$ cat src/rtl/arc4_pkg.sv
// Shared types and helpers for the ARC4 key-scheduling engine: FSM state
// encoding, default geometry and MSB-first key byte selection.
package arc4_pkg;

  typedef enum logic [2:0] {
    IDLE,
    INIT,
    RD_I,
    CAP_I,
    RD_J,
    CAP_J,
    WR_I,
    WR_J
  } ksa_state_t;

  localparam int ARC4_DEPTH_LOG2    = 8;
  localparam int ARC4_KEY_BYTES     = 3;
  localparam int ARC4_KEY_BYTES_MAX = 32;
  localparam int ARC4_KEY_W_MAX     = ARC4_KEY_BYTES_MAX * 8;

  // Key must be left-aligned in the maximum-width vector so byte 0 sits at the top.
  function automatic logic [7:0] key_byte(input logic [ARC4_KEY_W_MAX-1:0] key,
                                          input int unsigned idx);
    return 8'(key >> (ARC4_KEY_W_MAX - 8 - 8 * idx));
  endfunction

endpackage

$ cat src/rtl/arc4_ksa_ctrl.sv
// Sequencing FSM and i/j index counters for the ARC4 key-scheduling engine.
// j is loaded from the datapath's adder in CAP_I; everything else is local.
module arc4_ksa_ctrl
  import arc4_pkg::*;
#(
  parameter int DEPTH_LOG2 = ARC4_DEPTH_LOG2
) (
  input  logic                  clk,
  input  logic                  rst,
  input  logic                  en,
  input  logic [DEPTH_LOG2-1:0] j_nxt,
  output ksa_state_t            state,
  output logic                  rdy,
  output logic [DEPTH_LOG2-1:0] i,
  output logic [DEPTH_LOG2-1:0] j
);

  always_ff @(posedge clk) begin
    if (rst) begin
      state <= IDLE;
      rdy   <= 1'b1;
      i     <= '0;
      j     <= '0;
    end else begin
      case (state)
        IDLE: begin
          if (en) begin
            state <= INIT;
            rdy   <= 1'b0;
            i     <= '0;
            j     <= '0;
          end
        end
        // i wraps to zero on its own after the last identity write
        INIT: begin
          i <= i + 1'b1;
          if (&i) begin
            state <= RD_I;
            j     <= '0;
          end
        end
        RD_I:  state <= CAP_I;
        CAP_I: begin
          j     <= j_nxt;
          state <= RD_J;
        end
        RD_J:  state <= CAP_J;
        CAP_J: state <= WR_I;
        WR_I:  state <= WR_J;
        WR_J: begin
          i <= i + 1'b1;
          if (&i) begin
            state <= IDLE;
            rdy   <= 1'b1;
          end else begin
            state <= RD_I;
          end
        end
        default: state <= IDLE;
      endcase
    end
  end

endmodule

$ cat src/rtl/arc4_ksa_engine.sv
// ARC4 S-array initialiser plus key-scheduling loop over an external 1-cycle-latency RAM.
// Optional build macro ARC4_KSA_CHECKSUM_EN adds a running XOR of written words on chk.
module arc4_ksa_engine
  import arc4_pkg::*;
#(
  parameter int DEPTH_LOG2 = ARC4_DEPTH_LOG2,
  parameter int KEY_BYTES  = ARC4_KEY_BYTES,
  parameter int DATA_W     = 8
) (
  input  logic                   clk,
  input  logic                   rst,
  input  logic                   en,
  output logic                   rdy,
  input  logic [KEY_BYTES*8-1:0] key,
  output logic [DEPTH_LOG2-1:0]  addr,
  input  logic [DATA_W-1:0]      rddata,
  output logic [DATA_W-1:0]      wrdata,
  output logic                   wren
`ifdef ARC4_KSA_CHECKSUM_EN
  ,
  output logic [DATA_W-1:0]      chk
`endif
);

  localparam int KEY_W = KEY_BYTES * 8;

  ksa_state_t               state;
  logic                     accept;
  logic [DEPTH_LOG2-1:0]    i;
  logic [DEPTH_LOG2-1:0]    j;
  logic [DEPTH_LOG2-1:0]    j_nxt;
  logic [KEY_W-1:0]         key_q;
  logic [ARC4_KEY_W_MAX-1:0] key_al;
  logic [7:0]               kb;
  int unsigned              kidx;
  logic [DATA_W-1:0]        si;
  logic [DATA_W-1:0]        sj;

  assign accept = en && rdy;

  arc4_ksa_ctrl #(
    .DEPTH_LOG2(DEPTH_LOG2)
  ) u_ctrl (
    .clk  (clk),
    .rst  (rst),
    .en   (en),
    .j_nxt(j_nxt),
    .state(state),
    .rdy  (rdy),
    .i    (i),
    .j    (j)
  );

  always_ff @(posedge clk) begin
    if (accept) key_q <= key;
    if (state == CAP_I) si <= rddata;
    if (state == CAP_J) sj <= rddata;
  end

  // S[i] arrives on rddata during CAP_I, so the adder uses it directly
  always_comb begin
    key_al = ARC4_KEY_W_MAX'(key_q) << (ARC4_KEY_W_MAX - KEY_W);
    kidx   = 32'(i) % 32'(KEY_BYTES);
    kb     = key_byte(key_al, kidx);
    j_nxt  = j + rddata[DEPTH_LOG2-1:0] + kb[DEPTH_LOG2-1:0];
  end

  always_comb begin
    addr   = '0;
    wrdata = '0;
    wren   = 1'b0;
    case (state)
      INIT: begin
        addr   = i;
        wrdata = DATA_W'(i);
        wren   = 1'b1;
      end
      RD_I, CAP_I: addr = i;
      RD_J, CAP_J: addr = j;
      WR_I: begin
        addr   = i;
        wrdata = sj;
        wren   = 1'b1;
      end
      WR_J: begin
        addr   = j;
        wrdata = si;
        wren   = 1'b1;
      end
      default: addr = '0;
    endcase
  end

`ifdef ARC4_KSA_CHECKSUM_EN
  always_ff @(posedge clk) begin
    if (rst || accept) chk <= '0;
    else if (wren)     chk <= chk ^ wrdata;
  end
`endif

endmodule

$ cat config.mk
export PLATFORM = sky130hd
export DESIGN_NAME = arc4_ksa_engine
export DESIGN_NICKNAME = d
export VERILOG_FILES = /design/src/rtl/arc4_pkg.sv /design/src/rtl/arc4_ksa_ctrl.sv /design/src/rtl/arc4_ksa_engine.sv
export SDC_FILE = /design/constraint.sdc
export NUM_CORES = 1
export LEC_CHECK = 0
export BUFFER_PORTS_ARGS = -buffer_cell sky130_fd_sc_hd__buf_2
export CORE_ASPECT_RATIO = 2
export CORE_MARGIN = 3
export CORE_UTILIZATION = 54
export DETAILED_ROUTE_END_ITERATION = 10
export PLACE_DENSITY = 0.75
export SLEW_MARGIN = 5
export SYNTH_ARGS = -nofsm -noshare
export SYNTH_HDL_FRONTEND = slang
export SYNTH_SLANG_ARGS = --single-unit
$ cat constraint.sdc
create_clock -name clk -period 8.04 [get_ports clk]
set_clock_uncertainty 0.05 [all_clocks]
set_input_delay 1.206 -clock clk [delete_from_list [all_inputs] [get_ports clk]]
set_output_delay 1.206 -clock clk [all_outputs]
set_load 0.05 [all_outputs]
==> run_results.csv <==
group,metric,value,unit
clock_network,holdBufCountCts,0,
drt,wirelength,12700,um
critical_path,crit_top_cell,"ha_1",
synth,syn-num-nets,519,
clock_network,numCtsBuffers,9,
timing,fmax,0.131,GHz
timing,setup_viol,0,
place,dp_hpwl,9340,um
grt,grt_pass1_wl,20100,um
place,port_buffers,52,
grt,grt_max_degree,25,
die,dieWidth,69.9,um
cells_and_area,area_growth,16.6,%
timing,relSlewSlack,0.313,
place,postPlaceCellArea,4720,um2
critical_path,worstPathArrival,7.77,ns
clock_network,cts_tree,"done",
die,start_util,0.556,
drt,postRouteAntennaNets,0,
synth,postSynthCellCount,463,
place,gp_congestion,0.992,
clock_network,cts.path.max_buffers,2,
grt,grt_usage,0.275,
grt,first_global_vias,4116,
timing,min_period,7.61,ns
drt,drt_iter0_markers,256,
grt,antenna_found_initial,0,
cells_and_area,n_fill_cell,664,
power_and_ir_drop,peakVddDrop,0.000167,V
cells_and_area,layout.cells.non_filler,612,
critical_path,crit_family,"simple AND/OR/NAND/NOR gates",
die,ios,53,
critical_path,cp_slowest_cell,"fa_1",
synth,synth_seq_cells,60,
cells_and_area,fin_area,5140,um2
cells_and_area,final_core_util,0.648,
timing,maxSlewViolCount,0,
clock_network,worst_skew_pair.late_latency,0.33,ns
cells_and_area,nets,567,
critical_path,cp-start-kind,"register",
die,rows,46,
flow_run,cap_violations,0,
critical_path,cp_num_buf_inv,3,
die,coreArea,7940,um2
drt,firstDrtPassIters,5,
clock_network,clkSlewWorstSetupHoldPaths,0.05,ns
synth,yosysWarningCount,0,
critical_path,crit_type,"register to register",
drt,wl_per_cell,20.7,um
drt,viasPerCell,6.62,
critical_path,crit_fanout,8,
critical_path,crit_path_end_kind,"register",
synth,syn_avg_cell_area,9.53,um2
die,die-area,9360,um2
synth,seq_area_frac_synth,0.363,
clock_network,cts_max_level,3,
synth,synth_edf_count,40,
min_path,hold_path.class,"register to register",
synth,synth_area,4410,um2
timing,fin_crit_sh,0.947,
outcome,status,"completed",
cells_and_area,drive_gt1_frac,0.238,
synth,ys_types,89,
place,dp_cells,591,
cells_and_area,antenna_cells,0,
synth,synth-async-reset-ratio,0,
die,die_y,134,um
clock_network,clockRootBuffer,"clkbuf_16",
power_and_ir_drop,p_per_area,166,nW/um2
drt,drc,0,
timing,tightest_slew,1.03,ns
synth,synth_flop_cell,"edfxtp_1",
drt,vias,4049,
timing,hold_viol_final,0,
critical_path,slowest_delay,0.43,ns
grt,gr-total-overflow,0,
critical_path,cp.required,8.20,ns
power_and_ir_drop,p_leak,0.00199,uW
clock_network,cts.sinks,60,
cell usage after synthesis, types with 10 or more instances:
cell      instances  share of area
nor2_1           47          0.040
inv_1            15          0.013
nand3_1          10          0.011
nand2_1          32          0.027
clkbuf_1         19          0.016
xnor2_1          15          0.030
a22oi_1          14          0.024
edfxtp_1         40           0.27
ha_1             13          0.037
o21ai_0          21          0.024
dfxtp_1          20          0.091
a21oi_1          28          0.032
a221oi_1         17          0.034
tightest hold or removal path, cell delays in order (launching register included):
cell and delay [ns]:
dfxtp_1 0.36, a21oi_1 0.07, o21ai_0 0.06
where the power goes:
| part | switching, uW | leakage [uW] | total (uW) | internal [uW] |
|---|---|---|---|---|
| Combinational | 82.7 | 0.00132 | 140 | 57.0 |
| Sequential | 6.65 | 0.000537 | 347 | 341 |
| Clock | 129 | 0.000137 | 365 | 236 |
placed cells by master (no fill, tap or decap), types with 4 or more instances in the layout:
master and count:
a221oi_1 17, buf_4 15, nand3b_1 4, buf_2 52, nor2b_1 5, or3_1 6, a211oi_2 4, edfxtp_1 40
xnor2_1 15, a21oi_1 27, a21o_1 6, a22o_1 8, fa_1 8, ha_1 11, a22oi_1 14, nand2b_1 7
and2_1 5, clkbuf_16 9, nand3_1 10, nor2_1 45, o21ai_0 21, nand4_1 5, dfxtp_1 18, nand2_1 31
o211ai_1 5, a31oi_1 4, nor3_1 7, inv_1 15, xor2_1 6
logic make-up after synthesis:
| logic type | count (synthesis) | synth area share |
|---|---|---|
| simple gates | 155 | 0.191 |
| xor+xnor | 23 | 0.0491 |
| compound gates | 152 | 0.268 |
| fa+ha+maj | 21 | 0.0732 |
| flops | 60 | 0.363 |
| buf+inv | 49 | 0.0496 |
| mux | 3 | 0.00680 |
layout make-up:
cell class / instances / area, um2 / area share
clock buffers: 10 / 229 / 0.0445
clock inverters: 6 / 55.1 / 0.0107
inverters: 19 / 71.3 / 0.0139
multi-input cells: 354 / 2690 / 0.523
flip-flops and latches: 60 / 1610 / 0.312
well taps: 96 / 120 / 0.0233
repair buffers: 67 / 373 / 0.0725
timing repair:
item	CTS	global route
buffers inserted	0	5
gates resized for setup	0	21
setup endpoints to repair	0	1
registers in the layout (all words and copies together) (netlist names):
register / count
u_ctrl.rdy: 1
key_q: 24
u_ctrl.i: 8
u_ctrl.j: 8
u_ctrl.state: 3
sj: 8
si: 8
stage by stage:
stage               worst slack [ns]  power [uW]  hold slack (ns)  setup TNS (ns)
global route                 -0.0510         879            0.521         -0.0510
detailed placement             0.149         487            0.450               0
global placement               0.356         485            0.462               0
CTS                           0.0884         849            0.464               0
finish                         0.428         852            0.472               0
floorplan                      0.517         446            0.439               0
final timing paths:
kind               startpoint     endpoint  slack (ns)  depth (start not counted)
setup / recovery  u_ctrl.i[7]  u_ctrl.j[7]        0.43                         35
setup reg to reg  u_ctrl.i[7]  u_ctrl.j[7]        0.43                         35
hold reg to reg    u_ctrl.rdy   u_ctrl.rdy        0.47                          2
hold / removal     u_ctrl.rdy   u_ctrl.rdy        0.47                          2
layer usage:
metal	part of all wire	GRT usage
met5	0	0
met4	0.063	0.197
met3	0.051	0.0435
met2	0.56	0.509
met1	0.33	0.267
(Power assumes the default switching activity.)
